## config.mk

```make
export PLATFORM = sky130hd
export DESIGN_NAME = oclib_bc_word_arbiter
export DESIGN_NICKNAME = d
export VERILOG_FILES = /design/src/rtl/oclib_pkg.sv /design/src/rtl/oclib_rr_arbiter.sv /design/src/rtl/oclib_bc_word_arbiter.sv
export SDC_FILE = /design/constraint.sdc
export NUM_CORES = 1
export LEC_CHECK = 0
export BUFFER_PORTS_ARGS = -buffer_cell sky130_fd_sc_hd__buf_2
export CAP_MARGIN = 20
export CELL_PAD_IN_SITES_DETAIL_PLACEMENT = 0
export CELL_PAD_IN_SITES_GLOBAL_PLACEMENT = 2
export CORE_MARGIN = 2
export CORE_UTILIZATION = 27
export CTS_CLUSTER_DIAMETER = 100
export DETAILED_ROUTE_END_ITERATION = 12
export PLACE_DENSITY = 0.85
export SLEW_MARGIN = 20
export SYNTH_ARGS = -nofsm -noshare
export SYNTH_HDL_FRONTEND = slang
export SYNTH_SLANG_ARGS = --single-unit
```

## constraint.sdc

```tcl
create_clock -name clock -period 2.5 [get_ports clock]
set_input_delay 0.125 -clock clock [delete_from_list [all_inputs] [get_ports clock]]
set_output_delay 0.125 -clock clock [all_outputs]
set_load 0.03 [all_outputs]
```

## src/rtl/oclib_pkg.sv

```systemverilog
// Shared codebase types: byte-channel structs and boolean parameter constants.
package oclib_pkg;

  localparam bit True  = 1'b1;
  localparam bit False = 1'b0;

  typedef struct packed {
    logic [7:0] data;
    logic       valid;
  } bc_8b_s;

  typedef struct packed {
    logic ready;
  } bc_8b_fb_s;

endpackage

```

## src/rtl/oclib_rr_arbiter.sv

```systemverilog
// Combinational round-robin pick: search starts one past the pointer and wraps.
module oclib_rr_arbiter #(
  parameter  int Requesters = 4,
  localparam int GrantW     = (Requesters > 1) ? $clog2(Requesters) : 1
) (
  input  logic [Requesters-1:0] req_i,
  input  logic [GrantW-1:0]     ptr_i,
  output logic                  gnt_valid_o,
  output logic [GrantW-1:0]     gnt_idx_o
);

  int                cand;
  logic [GrantW-1:0] idx;

  always_comb begin
    gnt_valid_o = 1'b0;
    gnt_idx_o   = '0;
    cand        = 0;
    idx         = '0;
    // Offset 1..Requesters so the pointer owner is considered last.
    for (int i = 1; i <= Requesters; i++) begin
      cand = (int'(ptr_i) + i) % Requesters;
      idx  = GrantW'(cand);
      if (!gnt_valid_o && req_i[idx]) begin
        gnt_valid_o = 1'b1;
        gnt_idx_o   = idx;
      end
    end
  end

endmodule

```

## src/rtl/oclib_bc_word_arbiter.sv

```systemverilog
// Round-robin arbiter serializing word requests onto one byte channel as
// framed messages: [length] [source id] [data bytes, MSB first].
module oclib_bc_word_arbiter
  import oclib_pkg::*;
#(
  parameter  int Requesters   = 4,
  parameter  int WordWidth    = 64,
  parameter  bit PrefixLength = oclib_pkg::True,
  localparam int GrantW       = (Requesters > 1) ? $clog2(Requesters) : 1
) (
  input  logic                                 clock,
  input  logic                                 resetN,
  input  logic [Requesters-1:0][WordWidth-1:0] wordData,
  input  logic [Requesters-1:0]                wordValid,
  output logic [Requesters-1:0]                wordReady,
  output bc_8b_s                               bc,
  input  bc_8b_fb_s                            bcFb,
  output logic [GrantW-1:0]                    grantId,
  output logic                                 busy
);

  localparam int          WordBytes    = (WordWidth + 7) / 8;
  localparam int          ByteCounterW = (WordBytes > 1) ? $clog2(WordBytes) : 1;
  localparam logic [7:0]  LenByte      = 8'(WordBytes + 2);

  if (WordBytes + 2 > 255) begin : g_len_check
    $error("oclib_bc_word_arbiter: WordBytes+2 exceeds 255");
  end
  if (Requesters < 1 || Requesters > 255) begin : g_req_check
    $error("oclib_bc_word_arbiter: Requesters must be 1..255");
  end

  typedef enum logic [1:0] {StIdle, StLen, StId, StData} state_e;

  state_e                         state_q, state_d;
  logic [GrantW-1:0]              ptr_q, ptr_d;
  logic [WordBytes-1:0][7:0]      shreg_q, shreg_d;
  logic [ByteCounterW-1:0]        cnt_q, cnt_d, nxt_cnt;
  bc_8b_s                         bc_q, bc_d;
  logic [Requesters-1:0]          ready_q, ready_d;
  logic [GrantW-1:0]              gid_q, gid_d;
  logic                           busy_q, busy_d;
  logic [WordBytes*8-1:0]         padded;

  logic [Requesters-1:0]          eligible;
  logic                           gnt_vld;
  logic [GrantW-1:0]              gnt_idx;
  logic                           capture, accept, last_byte;

  // A requester being acknowledged this cycle still shows its old valid.
  assign eligible = wordValid & ~ready_q;

  oclib_rr_arbiter #(.Requesters(Requesters)) u_rr (
    .req_i       (eligible),
    .ptr_i       (ptr_q),
    .gnt_valid_o (gnt_vld),
    .gnt_idx_o   (gnt_idx)
  );

  assign capture   = (state_q == StIdle) && gnt_vld;
  assign accept    = bc_q.valid && bcFb.ready;
  assign last_byte = (cnt_q == ByteCounterW'(WordBytes - 1));

  always_ff @(posedge clock or negedge resetN) begin
    if (!resetN) state_q <= StIdle;
    else         state_q <= state_d;
  end

  always_comb begin
    state_d = state_q;
    case (state_q)
      StIdle:  if (capture) state_d = PrefixLength ? StLen : StId;
      StLen:   if (accept) state_d = StId;
      StId:    if (accept) state_d = StData;
      StData:  if (accept && last_byte) state_d = StIdle;
      default: state_d = StIdle;
    endcase
  end

  // Next values of the registered outputs: each state loads the byte that
  // follows the one currently on the channel once it is accepted.
  always_comb begin
    ptr_d   = ptr_q;
    shreg_d = shreg_q;
    cnt_d   = cnt_q;
    bc_d    = bc_q;
    ready_d = '0;
    gid_d   = gid_q;
    busy_d  = busy_q;
    padded  = (WordBytes*8)'(wordData[gnt_idx]);
    nxt_cnt = cnt_q + 1'b1;
    case (state_q)
      StIdle: begin
        if (capture) begin
          for (int b = 0; b < WordBytes; b++) begin
            shreg_d[b] = padded[(WordBytes-1-b)*8 +: 8];
          end
          ptr_d            = gnt_idx;
          gid_d            = gnt_idx;
          ready_d[gnt_idx] = 1'b1;
          busy_d           = 1'b1;
          cnt_d            = '0;
          bc_d.valid       = 1'b1;
          bc_d.data        = PrefixLength ? LenByte : 8'(gnt_idx);
        end
      end
      StLen: begin
        if (accept) bc_d.data = 8'(gid_q);
      end
      StId: begin
        if (accept) begin
          bc_d.data = shreg_q[0];
          cnt_d     = '0;
        end
      end
      StData: begin
        if (accept) begin
          if (last_byte) begin
            bc_d.valid = 1'b0;
            busy_d     = 1'b0;
          end else begin
            cnt_d     = nxt_cnt;
            bc_d.data = shreg_q[nxt_cnt];
          end
        end
      end
      default: ;
    endcase
  end

  always_ff @(posedge clock or negedge resetN) begin
    if (!resetN) begin
      ptr_q   <= GrantW'(Requesters - 1);
      shreg_q <= '0;
      cnt_q   <= '0;
      bc_q    <= '0;
      ready_q <= '0;
      gid_q   <= '0;
      busy_q  <= 1'b0;
    end else begin
      ptr_q   <= ptr_d;
      shreg_q <= shreg_d;
      cnt_q   <= cnt_d;
      bc_q    <= bc_d;
      ready_q <= ready_d;
      gid_q   <= gid_d;
      busy_q  <= busy_d;
    end
  end

  assign wordReady = ready_q;
  assign bc        = bc_q;
  assign grantId   = gid_q;
  assign busy      = busy_q;

endmodule

```

* Word-level counts from Yosys, hierarchy flattened *
Cells that the tools add are included.

operators by class
  $lt $le $gt $ge = 7
  add/subtract/negate cells = 5
  equality and inequality tests = 11
  multiplexer cells = 45
  reductions and logical operators = 18
  bitwise operators = 2

operators by type and width
  kind                 count
  $bmux 64 s2          1
  $mux 64              1
  $mux 8               4
  $pmux 8 s4           1
  $bmux 8 s3           1
  $mux 9               2
  $mux 2               8
  $lt 2x3->1 const B   5
  $ne 2x2->1 const B   7
  $mux 1               12
  $mux 3               4
  $reduce_and 5->1     2
  $pmux 3 s3           1
  $bmux 1 s2           4
  $mux 4               2
  $pmux 2 s4           1
  $reduce_and 4->1     2
  $logic_and 1x1->1    7
  $add 2x1->2 const B  2
  $add 2x2->2 const B  2
  $and 4x4->4          1
  $eq 2x2->1 const B   2
  $lt 3x4->1 const B   1
  $not 4->4            1
  11 further kinds     14

storage, ports and cells
  output and inout bits = 16
  bits of input ports = 263
  bits in registers = 87
  word-level logic and storage cells = 104

* Longest topological paths before layout *
Gate-level depths: netlist of the first run.

  depth after elaboration = 20
  mapped depth = 10
  mapped depth without buffers = 7

* By module *
From an unflattened synthesis of the first run, not the netlist that was laid out.

unflattened totals
  cell total of the unflattened synthesis = 377
  area, all modules = 5565.3 um2

modules (own cells, without submodules)
  module                 instances  seq. area each (um2)  area each (um2)  cells an instance
  oclib_bc_word_arbiter  1          2154.6                5474.0           363
  oclib_rr_arbiter       1          0.0                   91.3             14

* Least setup slack after synthesis of the first run *
No wires, ideal clock.

  path type = register -> register
  from = register cnt_q[0]
  to = register bc_q (netlist bit bc[8])
  setup time = 121 ps
  path buffers = 1
  setup slack = 326 ps
  clock period less this slack = 2174 ps
  cell stages (with the launch flop) = 8
  arrival = 2053 ps
  required time = 2379 ps
  path through = dfrtp_1 -> ha_1 -> ha_1 -> clkbuf_1 -> mux4_1 -> mux2_2 -> a22o_1 -> a22o_1

on the way
  longest elaborated chain between the ends = 6
  elaborated cells on any way between the ends = 9
  classes of those cells = add/sub (1); eq/ne (2); mux (5); reduce/logical (1)

ends and longest elaborated chain
  element                       RTL line                      text
  start, declared               oclib_bc_word_arbiter.sv:38   logic [ByteCounterW-1:0] cnt_q, cnt_d, nxt_cnt;
  start signal, assigned        oclib_bc_word_arbiter.sv:143  cnt_q <= cnt_d;
  $add 3x1->3                   oclib_bc_word_arbiter.sv:91   nxt_cnt = cnt_q + 1'b1;
  $bmux 8 s3                    oclib_bc_word_arbiter.sv:123  bc_d.data = shreg_q[nxt_cnt];
  $mux 8 (not written as such)  oclib_bc_word_arbiter.sv:123
  $mux 8                        oclib_bc_word_arbiter.sv:118  if (last_byte) begin
  $mux 9                        oclib_bc_word_arbiter.sv:117  if (accept) begin
  $pmux 8 s4                    oclib_bc_word_arbiter.sv:92   case (state_q)
  end signal, assigned          oclib_bc_word_arbiter.sv:136  bc_q <= '0;
  end signal, assigned          oclib_bc_word_arbiter.sv:144  bc_q <= bc_d;
  end, declared                 oclib_bc_word_arbiter.sv:39   bc_8b_s bc_q, bc_d;

Parallel ways exist; a longest one is shown, timed or not. The select of a mux whose other input is x is not followed.
A chain may end at the register's enable or synchronous reset.

* Worst setup path in the final report of the first run *
  from = register ptr_q[1]
  to = register shreg_q[52] (netlist name)

on the way
  longest elaborated chain between the ends = 15
  elaborated cells on any way between the ends = 30
  classes of those cells = add/sub (4); mux (18); reduce/logical (8)

ends and longest elaborated chain
  element                                                            RTL line                                                  text
  start, declared                                                    oclib_bc_word_arbiter.sv:36                               logic [GrantW-1:0] ptr_q, ptr_d;
  start signal, assigned                                             oclib_bc_word_arbiter.sv:133                              ptr_q <= GrantW'(Requesters - 1);
  start signal, assigned                                             oclib_bc_word_arbiter.sv:141                              ptr_q <= ptr_d;
  $add 2x1->2                                                        oclib_rr_arbiter.sv:22                                    cand = (int'(ptr_i) + i) % Requesters;
  $bmux 1 s2                                                         oclib_rr_arbiter.sv:24                                    if (!gnt_valid_o && req_i[idx]) begin
  $mux 1 (not written as such)                                       oclib_rr_arbiter.sv:24
  $mux 1                                                             oclib_rr_arbiter.sv:24
  $logic_not 1->1                                                    oclib_rr_arbiter.sv:24
  $logic_and 1x1->1                                                  oclib_rr_arbiter.sv:24
  $mux 1                                                             oclib_rr_arbiter.sv:24
  $logic_not 1->1                                                    oclib_rr_arbiter.sv:24
  $logic_and 1x1->1                                                  oclib_rr_arbiter.sv:24
  $mux 1                                                             oclib_rr_arbiter.sv:24
  $logic_not 1->1                                                    oclib_rr_arbiter.sv:24
  $logic_and 1x1->1                                                  oclib_rr_arbiter.sv:24
  $mux 2 or $mux 1 (tied branches)                                   oclib_rr_arbiter.sv:24
  $bmux 64 s2 or $logic_and 1x1->1 (tied branches)                   oclib_bc_word_arbiter.sv:90, oclib_bc_word_arbiter.sv:60
  $mux 64 (not written as such) or $reduce_and 2->1 (tied branches)  -
  end signal, assigned                                               oclib_bc_word_arbiter.sv:142                              shreg_q <= shreg_d;
  end, declared                                                      oclib_bc_word_arbiter.sv:37                               logic [WordBytes-1:0][7:0] shreg_q, shreg_d;

Parallel ways exist; a longest one is shown, timed or not. The select of a mux whose other input is x is not followed.

==> run summary, run 1 <==
first-pass GRT wire length - 30100 um
Worst-Margin Slew - 541 ps
area grow syn2layout - 35.4%
Num CTS Buffers - 9
Reg clk slew, reported paths - 60 ps
vias per cell - 4.96
gr usage total - 0.178
RSZ-0062 raised after global routing - no
nets - 1037
RR Endpoint - shreg_q[52]
post-route design area - 7590 sq um
sw frac - 0.250
initial antenna violation count - 2
Worst Setup SP - ptr_q[1]
highest clock rate - 0.442 GHz
WHS Path Cells - 3
Buffers on Ports - 278
Mapped Nets - 766
Critical Path Source Type - flip-flop
final hold viol count - 0
post-layout min period - 2260 ps
largest net degree at the start of global routing - 49
Final HPWL DP - 15800 um
initial core utilization - 0.276
WHS Endpoint - shreg_q[30]
WP data required - 2700 ps
Reg2Reg Setup Slack - 240 ps
post-synth cell types - 36
#FFs+latches synth - 86
share of cells above drive strength 1 - 0.431
Max Cap Violations - 0
register area share after synthesis - 0.384
root buf cell - clkbuf_16
top_reg_cell synth - dfrtp_1
Synth Cell Area - 5600 sq um
ys async rst share - 1.00
post-CTS resize count - 0
Mapped Cells - 497
Die Width - 148 um
clock latency on the worst-skew pair - 340 ps
final-report max-slew violation count - 0
Core ar. - 20300 sq um
CTS tree - built
Starting DRT DRC Count - 237
Post-Layout Cell Count - 1042
crit path max fanout - 48
routed len/inst - 18.9 um
Max stage delay on crit path - 570 ps
mean post-synth cell area - 11.3 sq um
pre-CTS setup slack - 218 ps
r2r worst-path depth - 6
Fin Setup TNS - 0 ps
skew final - 8.20 ps
DRC - 0
I/O pins - 279
arrival time worst endpoint - 2460 ps
total power after layout - 3.18 mW
Vias - 5171
Seq pwr share - 0.437
crit-path cells - nand3b_1 > a221oi_4 > buf_12 > buf_4 > mux2i_1 > o221ai_1
Worst Path Buf+Inv - 2
hold path start - wordData[102]
Post-synth EDFFs - 0
Post-Route WL - 19700 um
postcts setup bufs - 0
RePlAce Congestion - 0.783
clk sinks - 86
total gr overflow - 0
VDD IR max - 303 uV
Hold WS - 101 ps
Yosys warning total - 0
row count - 52
vias in the first global route - 5419
clk buf depth - 2
cts hold-fix bufs - 1
Pre-antenna DRT Iters - 4
Area after DPL - 7320 sq um
Reg2Reg Launch Point - ptr_q[1]
fin crit share - 0.904
Top delay family on crit path - buffers and inverters
FILL cells - 2099
Die H - 148 um
Die ar. - 21900 sq um
worst setup margin - 239 ps
Crit-path slowest cell - dfstp_2
CP endpoint kind - flip-flop
PD cells - 420 nW/um^2
combinational share of power - 0.179
P_int - 2.39 mW
clock network fraction of total power - 0.384
Final setup viols - 0
status - finished clean
htree depth - 3
Setup CP Type - flip-flop to flip-flop
Psw - 0.795 mW
dpl cells - 1026
leakage power - 3.99 nW
post-detailed-route count of antenna-violating nets - 0
min-delay worst type - input port to flip-flop
Final Util - 0.374
Slew Limit Headroom - 0.639
-- worst register-to-register path, cell delays in order, from the launching register on --
cell and delay [ps]:
dfstp_2 570, nand3b_1 160, a221oi_4 370, buf_12 340, buf_4 280, mux2i_1 270
o221ai_1 140
-- power by group through the flow --
stage | Sequential (mW) | Combinational (mW) | Clock (mW)
detailed placement | 1.42 | 0.579 | 0
global route | 1.39 | 0.624 | 1.31
floorplan | 1.42 | 0.273 | 0
CTS | 1.39 | 0.582 | 1.26
global placement | 1.42 | 0.575 | 0
finish | 1.39 | 0.569 | 1.22
-- cells in the mapped netlist (2+ instances only) --
library cell  count  share of area
mux2i_1         128           0.23
nor2_1            4         0.0027
ha_1              6          0.013
clkbuf_1         18          0.012
dfrtp_1          84           0.38
dfstp_2           2         0.0094
a221o_1           2         0.0036
nand2b_1          5         0.0056
a22o_1           11          0.017
mux2_2            8          0.016
o221ai_1         64           0.10
nor2b_1           2         0.0022
nand2_1          77          0.052
o21ai_1           3         0.0027
buf_6            11          0.022
o31ai_1           4         0.0054
a21oi_1           4         0.0036
nor3_1            4         0.0036
buf_2            15          0.013
o21a_1            2         0.0027
a221oi_1          2         0.0031
o21ai_0           8         0.0071
inv_1             5         0.0033
mux4_1           16          0.075
-- registers in the layout (all words and copies together), names as in the netlist --
signal,cells
shreg_q,64
bc,9
wordReady,4
cnt_q,3
grantId,2
ptr_q,2
state_q,2
-- metal layers --
metal	vias to the layer above	track usage	wire [um]
met4	2	0.0543	384
met1	2500	0.227	8480
met3	28	0.0356	1030
met5	-	0	16
li1	2482	-	-
met2	159	0.304	9800
-- layout by cell type, fill, tap and decap left out, drive strengths merged, types with 2 or more instances in the layout --
cell type	n
clkinv	2
dfrtp	84
ha	6
o221ai	64
a21oi	4
o21ai	11
nor2	4
inv	5
a221o	2
mux2	8
nand2	77
o31ai	4
a22o	11
nor2b	2
a221oi	3
nand2b	5
buf	305
clkbuf	12
dfstp	2
nor3	4
mux4	16
o21a	2
mux2i	128
-- cell type report --
| cell class | instances | area, sq um | share of cell area |
|---|---|---|---|
| Clock inverter | 2 | 10.0 | 0.00132 |
| Sequential cell | 86 | 2150 | 0.284 |
| Timing Repair Buffer | 306 | 1660 | 0.218 |
| Tap cell | 270 | 338 | 0.0445 |
| Inverter | 5 | 18.8 | 0.00247 |
| Antenna cell | 1 | 2.50 | 0.000330 |
| Multi-Input combinational cell | 360 | 3160 | 0.417 |
| Clock buffer | 12 | 246 | 0.0325 |
-- worst max path at each step --
stage / to / slack, ps / cells past startpoint
global route: shreg_q[52] / 50 / 7
detailed placement: shreg_q[52] / 220 / 6
global placement: shreg_q[52] / 270 / 6
CTS: shreg_q[52] / 200 / 6
finish: shreg_q[52] / 240 / 6
floorplan: bc[8] / 330 / 7
-- cell families (layout without fill, tap and decap cells) --
| logic type | count (synthesis) | after routing | share of synthesized area |
|---|---|---|---|
| flops | 86 | 86 | 0.384 |
| simple gates | 96 | 96 | 0.0708 |
| mux | 152 | 152 | 0.320 |
| other cells | 0 | 1 | 0 |
| fa+ha+maj | 6 | 6 | 0.0134 |
| compound gates | 106 | 106 | 0.157 |
| buf+inv | 51 | 325 | 0.0549 |
Note: power is estimated with default switching activity, not from simulation.
==> run 2: changes to the inputs <==
Settings changed: SETUP_SLACK_MARGIN from default to 0.5.
==> run 2 against run 1 <==
Against the previous run: sequential share of layout area decreased by 3.2 points; sequential power about the same; maximum frequency increased by 9.8%; utilization increased by 4.8 points; critical path type unchanged; highest routed layer unchanged.
==> run summary, run 2 (same netlist as run 1, synthesis figures left out) <==
routed len/inst - 19.9 um
Setup CP Type - flip-flop to flip-flop
crit path max fanout - 5
area grow syn2layout - 52.7%
Reg clk slew, reported paths - 60 ps
highest routed layer - met5
Critical Path Source Type - flip-flop
clock latency on the worst-skew pair - 340 ps
Worst Setup SP - ptr_q[1]
Top delay family on crit path - compound AO/OA/AOI/OAI gates
total gr overflow - 0
CTS tree - built
status - finished clean
I/O pins - 279
Die Width - 148 um
initial antenna violation count - 2
most frequent CP cell - buf_6
min-delay worst type - input port to flip-flop
arrival time worst endpoint - 2260 ps
Reg2Reg Launch Point - ptr_q[1]
first-pass GRT wire length - 30400 um
final-report max-slew violation count - 0
initial core utilization - 0.276
fin crit share - 0.824
Final Util - 0.422
Worst Path Buf+Inv - 3
Pre-antenna DRT Iters - 4
Buffers on Ports - 278
DRC - 0
largest net degree at the start of global routing - 41
met1 WL - 9140 um
FF+latch area - 2160 sq um
Die H - 148 um
Hold WS - 97.7 ps
Multi-input gate area - 3600 sq um
Routed met3 length - 1070 um
Starting DRT DRC Count - 241
Most flops, register - shreg_q
post-layout min period - 2060 ps
Fin Setup TNS - 0 ps
crit-path cells - nand3b_1 > a221oi_4 > buf_6 > buf_6 > clkbuf_16 > mux2i_1 > o221ai_1
Die ar. - 21900 sq um
met2 WL - 10600 um
VDD IR max - 292 uV
clk buf depth - 2
Crit-path slowest cell - dfstp_2
Max Cap Violations - 0
most frequent cells in the layout - buf_2, mux2i_1, dfrtp_1
hold path start - wordData[105]
row count - 52
RePlAce Congestion - 0.813
htree depth - 3
Worst-Margin Slew - 484 ps
root buf cell - clkbuf_16
Max stage delay on crit path - 530 ps
share of cells above drive strength 1 - 0.538
commonest non-fill, non-tap cell in the layout - buf_2
Slew Limit Headroom - 0.677
Final setup viols - 0
leakage power - 4.16 nW
CP endpoint kind - flip-flop
RSZ-0062 raised after global routing - yes
highest clock rate - 0.486 GHz
vias in the first global route - 5318
Post-Route WL - 21200 um
vias per cell - 5.01
PD cells - 410 nW/um^2
post-detailed-route count of antenna-violating nets - 0
nets - 1059
dpl cells - 1019
Post-Layout Cell Count - 1066
Core ar. - 20300 sq um
Vias - 5339
WP data required - 2700 ps
FILL cells - 2000
Num CTS Buffers - 9
final hold viol count - 0
skew final - 7.90 ps
clk sinks - 86
Final HPWL DP - 15300 um
gr usage total - 0.183
max reg flops - 64
==> run 2: changes by cell type in the layout (fill, tap and decap cells not counted), moves of 7 or more <==
cell	before	now
mux2i_1	128	88
mux2i_4	0	22
mux2i_2	0	18
buf_6	0	11
mux4_1	16	7
mux4_2	0	9
o221ai_1	64	55
o221ai_2	0	9
buf_4	24	17
==> run 2: routing by layer <==
metal | global-route usage | up-vias
li1 | - | 2536
met2 | 0.303 | 202
met4 | 0.0567 | 2
met5 | 0 | -
met3 | 0.0279 | 21
met1 | 0.246 | 2578
==> run 2: repair_timing <==
item / 4_1_cts / 5_1_grt
pin swaps: 2 / 18
gates resized for setup: 34 / 99
hold buffers: 1 / 0
setup buffers: 8 / 9
setup endpoints to repair: 72 / 80
cloned: 5 / 7
hold endpoints to repair: 34 / 0
==> run 2: report_power, final <==
| part | switching [mW] | total [mW] | internal (mW) |
|---|---|---|---|
| Combinational | 0.341 | 0.785 | 0.443 |
| Sequential | 0 | 1.39 | 1.39 |
| Clock | 0.524 | 1.34 | 0.811 |
| Total | 0.865 | 3.51 | 2.65 |
==> run 2: final timing paths <==
check | slack [ps] | to | depth (start not counted)
setup / recovery | 440 | shreg_q[35] | 7
hold reg to reg | 490 | bc[4] | 2
hold / removal | 100 | shreg_q[17] | 3
setup reg to reg | 440 | shreg_q[35] | 7
min in group asynchronous | 300 | wordReady[3] | 2
max in group asynchronous | 1390 | ptr_q[1] | 3
==> run 2: layout make-up <==
class,count,area share
Timing Repair Buffer,328,0.250
Inverter,5,0.00219
Antenna cell,1,0.000292
Clock buffer,16,0.0352
Sequential cell,86,0.252
Tap cell,270,0.0395
Multi-Input combinational cell,360,0.420
==> run 2: metrics by stage <==
step / setup slack, ps / instance area, sq um / total power [mW]
global route: 349 / 8560 / 3.66
global placement: 304 / 7250 / 1.98
detailed placement: 252 / 7250 / 1.98
finish: 441 / 8560 / 3.51
floorplan: 480 / 5610 / 1.69
CTS: 442 / 7880 / 3.41
==> run 2: worst min-delay path: stages <==
cell	delay [ps]
buf_2	70
mux2i_1	60
o221ai_1	140
